### src/rtl/tetris_input.sv
// Left/right push-button front end for the Tetris game: per-button synchronizer
// and debouncer, then a press/auto-repeat FSM that emits single-cycle move requests.
module tetris_input #(
    parameter int DEBOUNCE_CYCLES = 1000000,
    parameter int REPEAT_DELAY    = 15000000,
    parameter int REPEAT_RATE     = 5000000
) (
    input  logic clk,
    input  logic reset,
    input  logic btnR,
    input  logic btnL,
    output logic moveR,
    output logic moveL
);

    localparam int REP_MAX = (REPEAT_DELAY > REPEAT_RATE) ? REPEAT_DELAY : REPEAT_RATE;
    localparam int RW      = $clog2(REP_MAX);
    localparam int DW      = $clog2(DEBOUNCE_CYCLES);

    typedef enum logic [1:0] {
        IDLE,
        FIRST,
        REPEAT,
        BLOCKED
    } state_t;

    // Channel 0 is the right button, channel 1 the left one.
    logic [1:0] btn;
    logic [1:0] deb_level;
    logic [1:0] move_level;
    logic       both_held;

    assign btn       = {btnL, btnR};
    assign both_held = deb_level[0] & deb_level[1];

    generate
        for (genvar gi = 0; gi < 2; gi++) begin : g_chan
            logic          sync1_reg;
            logic          sync2_reg;
            logic [DW-1:0] db_cnt_reg;
            logic          deb_reg;
            logic          deb_prev_reg;
            logic          move_reg;
            logic [RW-1:0] rep_cnt_reg;
            state_t        state_reg;

            assign deb_level[gi]  = deb_reg;
            assign move_level[gi] = move_reg;

            always_ff @(posedge clk) begin
                if (reset) begin
                    sync1_reg    <= 1'b0;
                    sync2_reg    <= 1'b0;
                    db_cnt_reg   <= '0;
                    deb_reg      <= 1'b0;
                    deb_prev_reg <= 1'b0;
                    move_reg     <= 1'b0;
                    rep_cnt_reg  <= '0;
                    state_reg    <= IDLE;
                end else begin
                    sync1_reg    <= btn[gi];
                    sync2_reg    <= sync1_reg;
                    deb_prev_reg <= deb_reg;
                    move_reg     <= 1'b0;

                    // Debounced level only follows after DEBOUNCE_CYCLES consecutive disagreements.
                    if (sync2_reg != deb_reg) begin
                        if (db_cnt_reg == DW'(DEBOUNCE_CYCLES - 1)) begin
                            deb_reg    <= sync2_reg;
                            db_cnt_reg <= '0;
                        end else begin
                            db_cnt_reg <= db_cnt_reg + DW'(1);
                        end
                    end else begin
                        db_cnt_reg <= '0;
                    end

                    if (both_held) begin
                        state_reg   <= BLOCKED;
                        rep_cnt_reg <= '0;
                    end else begin
                        case (state_reg)
                            IDLE: begin
                                rep_cnt_reg <= '0;
                                if (deb_reg && !deb_prev_reg && !deb_level[1-gi]) begin
                                    move_reg    <= 1'b1;
                                    rep_cnt_reg <= RW'(REPEAT_DELAY - 1);
                                    state_reg   <= FIRST;
                                end
                            end
                            FIRST, REPEAT: begin
                                if (!deb_reg) begin
                                    rep_cnt_reg <= '0;
                                    state_reg   <= IDLE;
                                end else if (rep_cnt_reg == '0) begin
                                    move_reg    <= 1'b1;
                                    rep_cnt_reg <= RW'(REPEAT_RATE - 1);
                                    state_reg   <= REPEAT;
                                end else begin
                                    rep_cnt_reg <= rep_cnt_reg - RW'(1);
                                end
                            end
                            BLOCKED: begin
                                // Held buttons must be released before they can fire again.
                                rep_cnt_reg <= '0;
                                if (!deb_reg) begin
                                    state_reg <= IDLE;
                                end
                            end
                            default: begin
                                rep_cnt_reg <= '0;
                                state_reg   <= IDLE;
                            end
                        endcase
                    end
                end
            end
        end
    endgenerate

    assign moveR = move_level[0];
    assign moveL = move_level[1];

endmodule

### config.mk
export PLATFORM = sky130hd
export DESIGN_NAME = tetris_input
export DESIGN_NICKNAME = d
export VERILOG_FILES = /design/src/rtl/tetris_input.sv
export SDC_FILE = /design/constraint.sdc
export NUM_CORES = 1
export LEC_CHECK = 0
export ABC_CLOCK_PERIOD_IN_PS = 2100
export CORE_MARGIN = 2
export CORE_UTILIZATION = 35
export CTS_CLUSTER_SIZE = 24
export DETAILED_ROUTE_END_ITERATION = 10
export GPL_TIMING_DRIVEN = 0
export PLACE_DENSITY_LB_ADDON = 0.12
export REMOVE_ABC_BUFFERS = 1
export SKIP_LAST_GASP = 1
export SYNTH_ARGS = -nofsm -noshare
export SYNTH_HDL_FRONTEND = slang
export SYNTH_SLANG_ARGS = --single-unit
### constraint.sdc
create_clock -name clk -period 2.1 [get_ports clk]
set_input_delay 0.21 -clock clk [delete_from_list [all_inputs] [get_ports clk]]
set_output_delay 0.21 -clock clk [all_outputs]
set_load 0.01 [all_outputs]
== Yosys cells after proc, flatten, opt, wreduce, memory -nomap -nowiden ==
Cells that the tools add are included.

* Register bits after elaboration: 102
* Output and inout bits: 2

* $add $sub $neg: 4
* Eq/ne operators: 16
* Multiplexer cells: 28
* Bitwise logic cells: 3
* Reductions and logical operators: 21

{| class="wikitable"
|+ Operator list
! operator !! count
|-
| $mux W24 || 6
|-
| $pmux W24 S3 || 2
|-
| $logic_not A24 Y1 || 2
|-
| $sub A24 B1 Y24 const B || 2
|-
| $add A20 B1 Y20 const B || 2
|-
| $eq A20 B20 Y1 const B || 2
|-
| $mux W2 || 10
|-
| $ne A3 B3 Y1 const B || 4
|-
| $pmux W2 S3 || 2
|-
| $eq A2 B2 Y1 const B || 4
|-
| $ne A4 B4 Y1 const B || 2
|-
| $mux W1 || 6
|-
| $reduce_and A3 Y1 || 2
|-
| $reduce_or A2 Y1 || 3
|-
| $reduce_or A3 Y1 || 2
|-
| $eq A2 B1 Y1 const B || 2
|-
| $logic_and A1 B1 Y1 || 4
|-
| $logic_not A1 Y1 || 4
|-
| $logic_not A2 Y1 || 2
|-
| $pmux W1 S2 || 2
|-
| $reduce_and A2 Y1 || 2
|-
| $ne A1 B1 Y1 || 2
|-
| $not A1 Y1 || 2
|-
| $and A1 B1 Y1 || 1
|}

== Longest topological paths before layout ==
* Word-level depth: 6
* Gate-level depth with buffers: 8
* Depth with buffers taken out: 7

== Worst setup path after synthesis ==
OpenSTA, ideal clock, no wires.

* Kind: register -> register
* From: reg g_chan[0].rep_cnt_reg[15]
* To: reg g_chan[0].state_reg[1]
* Library setup time: 0.086 ns
* Arrival: 2.184 ns
* Required time: 2.014 ns
* Setup slack: -0.170 ns
* Stages on the path, launching flop included: 7
* Buffers on the path: 1
* Cell sequence: dfxtp_1 or4_4 or3_4 or3_1 buf_2 a31o_1 a221oi_2

* Word-level cells in the longest chain between the ends: 3

{| class="wikitable"
|+ RTL lines
! item !! RTL line !! source
|-
| start, declared || 44 || <nowiki>logic [RW-1:0] rep_cnt_reg;</nowiki>
|-
| start signal, assigned || 87 || <nowiki>rep_cnt_reg <= RW'(REPEAT_DELAY - 1);</nowiki>
|-
| start signal, assigned || 97 || <nowiki>rep_cnt_reg <= RW'(REPEAT_RATE - 1);</nowiki>
|-
| start signal, assigned || 100 || <nowiki>rep_cnt_reg <= rep_cnt_reg - RW'(1);</nowiki>
|-
| $logic_not A24 Y1 || 95 || <nowiki>end else if (rep_cnt_reg == '0) begin</nowiki>
|-
| $ne A4 B4 Y1 (no source line) || - ||
|-
| $reduce_and A3 Y1 (no source line) || - ||
|-
| end signal, assigned || 94 || <nowiki>state_reg <= IDLE;</nowiki>
|-
| end signal, assigned || 98 || <nowiki>state_reg <= REPEAT;</nowiki>
|-
| end signal, assigned || 107 || <nowiki>state_reg <= IDLE;</nowiki>
|-
| end, declared || 45 || <nowiki>state_t state_reg;</nowiki>
|}

No other way between the ends.
A chain may end at the register's enable or synchronous reset.

== Final worst setup path ==
* From: reg g_chan[0].rep_cnt_reg[18]
* To: reg g_chan[0].state_reg[1]

The elaborated chain is that of the path after synthesis.

==> run_results.csv <==
group,metric,value,unit
status,outcome,"finished, violations left",
status,failed_checks,"setup timing",
power_and_ir_drop,power.leakage,2.21,nW
timing,timing_max_transition_violations_final,0,
floorplan,core_area,12800,µm²
clock_network,clock_tree_from_tritoncts,"done",
setup_path,critical_path.max_fanout,4,
routing,first_pass_iteration_count_of_the_detailed_router,4,
routing,detail_route.iter0.violations,155,
cells_and_area,largest_reg_flops,48,
timing,max_slew.worst_pin.slew,886,ps
place,place_worst_setup_slack,-783,ps
clock_network,clkSlewWorstSetupHoldPaths,70,ps
setup_path,cp-end-kind,"flip-flop",
clock_network,htreeDepth,3,
global_routing,global_route_wire_length_before_repair,15600,µm
routing,met3RoutedLength,212,µm
synth,synth_async_sr_flop_share,0,%
floorplan,num_io_pins,6,
floorplan,chipWidth,119,µm
place,port-buffer-count,5,
synth,ys_seq_area_share,44.2,%
timing,maxSlewHeadroom,40.4,%
cells_and_area,layout-drive-gt1-share,18.1,%
timing,post-route-period-util,102,%
timing,max_freq,0.468,GHz
routing,highest_layer,"met4",
power_and_ir_drop,combPwrFrac,8.1,%
cells_and_area,layout.nets,558,
timing,grt_setup_unrepaired,"yes",
power_and_ir_drop,pwr_density_cell,761,nW/µm²
cells_and_area,synthToLayoutAreaGrowth,20.8,%
routing,wirelength_met1,4730,µm
place,postPlaceCellArea,4810,µm²
setup_path,cp.arrival,2400,ps
min_path,hold_class,"primary input to flip-flop",
power_and_ir_drop,peakVddDrop,0.460,mV
timing,hold_viol,0,
timing,clock_skew,7.51,ps
power_and_ir_drop,p_sw_share,21.9,%
setup_path,worst-endpoint-required,2360,ps
power_and_ir_drop,cell_int_power,3.32,mW
timing,final-setup-viol-count,2,
power_and_ir_drop,finalPower,4.25,mW
cells_and_area,postLayoutCellArea,5580,µm²
synth,synth_top_area_share,44.2,%
cells_and_area,postLayoutCoreUtil,43.7,%
power_and_ir_drop,sw_pwr,0.928,mW
setup_path,worstSetupStartpointType,"flip-flop",
synth,synth_top_cell_by_area,"sky130_fd_sc_hd__dfxtp_1",
power_and_ir_drop,power_frac_seq,46.8,%
synth,ys_dominant_reg_cell,"sky130_fd_sc_hd__dfxtp_1",
global_routing,gr_util_all_layers,13.4,%
floorplan,die_h,119,µm
routing,drt-total-wl,9190,µm
synth,syn-cell-area,4620,µm²
routing,antenna_violating_nets_post_route,0,
power_and_ir_drop,clock_power_share,45.1,%
clock_network,clk_path_buf_depth,2,
floorplan,rows,41,
routing,met2_routed_wl,4080,µm
routing,post_drt_wl_per_cell,12.8,µm
global_routing,via_count_of_the_first_global_routing_pass,3381,
synth,synth_warnings,0,
synth,postSynthCellCount,522,
synth,ys_seq_elements,102,
timing,timing.setup.tns,-51.6,ps
clock_network,cts-buffers-inserted,9,
synth,synth.top_cells.by_count,"sky130_fd_sc_hd__dfxtp_1, sky130_fd_sc_hd__nor2_1, sky130_fd_sc_hd__xnor2_1",
routing,drc,0,
timing,timing.final.crit_period,2140,ps
timing,postLayoutSetupSlackWorst,-36.5,ps
synth,syn_area_per_cell,8.86,µm²
place,detailedPlacementHpwl,5780,µm
synth,yosysMostFrequentCell,"sky130_fd_sc_hd__dfxtp_1",
place,routability_congestion,0.755,
global_routing,grt_antenna_before_repair,0,
floorplan,initial_utilization,36.2,%
floorplan,die_outline_area,14100,µm²
clock_network,cts_root_buffer,"sky130_fd_sc_hd__clkbuf_16",
synth,yosys_cell_types,50,
global_routing,pin_count_of_the_biggest_net_entering_global_routing,21,
routing,routed_via_density,4.95,
run,timing.max_cap.violations,0,
clock_network,cts.sink_count,102,
synth,synth_top_cells_by_area,"sky130_fd_sc_hd__dfxtp_1, sky130_fd_sc_hd__xnor2_1, sky130_fd_sc_hd__nor2_1",
clock_network,clk_latency,340,ps
setup_path,worst_setup_path_type,"flip-flop to flip-flop",
synth,synth_enable_flop_cells,0,
routing,total_number_of_vias,3562,
cells_and_area,antenna_cells_inserted,0,
global_routing,overflow_left_after_global_routing,0,
-- cells in the final DEF (no fill, tap or decap), types with 14 or more instances in the layout --
cell type                  n
sky130_fd_sc_hd__buf_4    18
sky130_fd_sc_hd__nand2_1  20
sky130_fd_sc_hd__nor3_1   14
sky130_fd_sc_hd__nand3_1  14
sky130_fd_sc_hd__o21ai_0  26
sky130_fd_sc_hd__inv_1    14
sky130_fd_sc_hd__xor2_1   34
sky130_fd_sc_hd__xnor2_1  38
sky130_fd_sc_hd__nor2_1   83
sky130_fd_sc_hd__dfxtp_1  92
-- power groups by stage --
stage | Sequential, mW | Clock (mW) | Combinational (mW)
2_1_floorplan | 2.03 | 0 | 0.265
3_3_place_gp | 2.03 | 0 | 0.329
3_5_place_dp | 2.03 | 0 | 0.330
4_1_cts | 1.99 | 1.98 | 0.332
5_1_grt | 1.99 | 2.05 | 0.386
6_report | 1.99 | 1.92 | 0.343
-- final timing paths --
check	from	endpoint	slack, ps	cells after the start
setup reg to reg	g_chan[0].rep_cnt_reg[18]	g_chan[0].state_reg[1]	-40	5
hold reg to reg	g_chan[0].sync1_reg	g_chan[0].sync2_reg	440	1
hold / removal	btnL	g_chan[1].sync1_reg	430	2
setup / recovery	g_chan[0].rep_cnt_reg[18]	g_chan[0].state_reg[1]	-40	5
-- per-layer routing --
layer  vias up  GRT usage [%]
met5         -              0
met4         0           6.77
met3        11           2.54
met2        31           20.5
met1      1658           18.1
li1       1862              -
-- area by class of cell --
cell class / count / area (µm²)
fill: 1210 / 7190
multi-input combinational: 384 / 2660
sequential: 102 / 2060
timing repair buffer: 28 / 240
clock buffer: 10 / 239
tap: 172 / 215
clock inverter: 6 / 109
inverter: 18 / 67.6
-- kinds of logic (layout without fill, tap and decap cells) --
family / Yosys count / after routing / synth area share (%)
and+or+nand+nor: 232 / 234 / 26.9
DFF: 102 / 102 / 44.2
xor gates and xnor gates: 72 / 72 / 13.6
AOI/OAI and AO/OA: 65 / 65 / 8.77
buffers and inverters: 38 / 62 / 3.14
adders and majority gates: 11 / 11 / 2.98
muxes: 2 / 2 / 0.433
-- worst max-delay path: stages, from the launching register on --
cell	delay [ps]
sky130_fd_sc_hd__dfxtp_2	320
sky130_fd_sc_hd__or4_4	540
sky130_fd_sc_hd__or3_4	350
sky130_fd_sc_hd__or3_4	370
sky130_fd_sc_hd__a31o_1	250
sky130_fd_sc_hd__a221oi_2	230
-- timing repair --
action,4_1_cts,5_1_grt
cloned,1,1
setup buffers,12,11
setup endpoints to repair,69,43
pin swaps,11,7
hold buffers,0,0
gates resized for setup,30,41
-- stage by stage --
step | instances | hold slack [ps]
after floorplan | 502 | 276
after global placement | 679 | 428
after detailed placement | 679 | 429
after CTS | 708 | 429
after global routing | 720 | 433
final | 720 | 434
(Power assumes the default switching activity.)
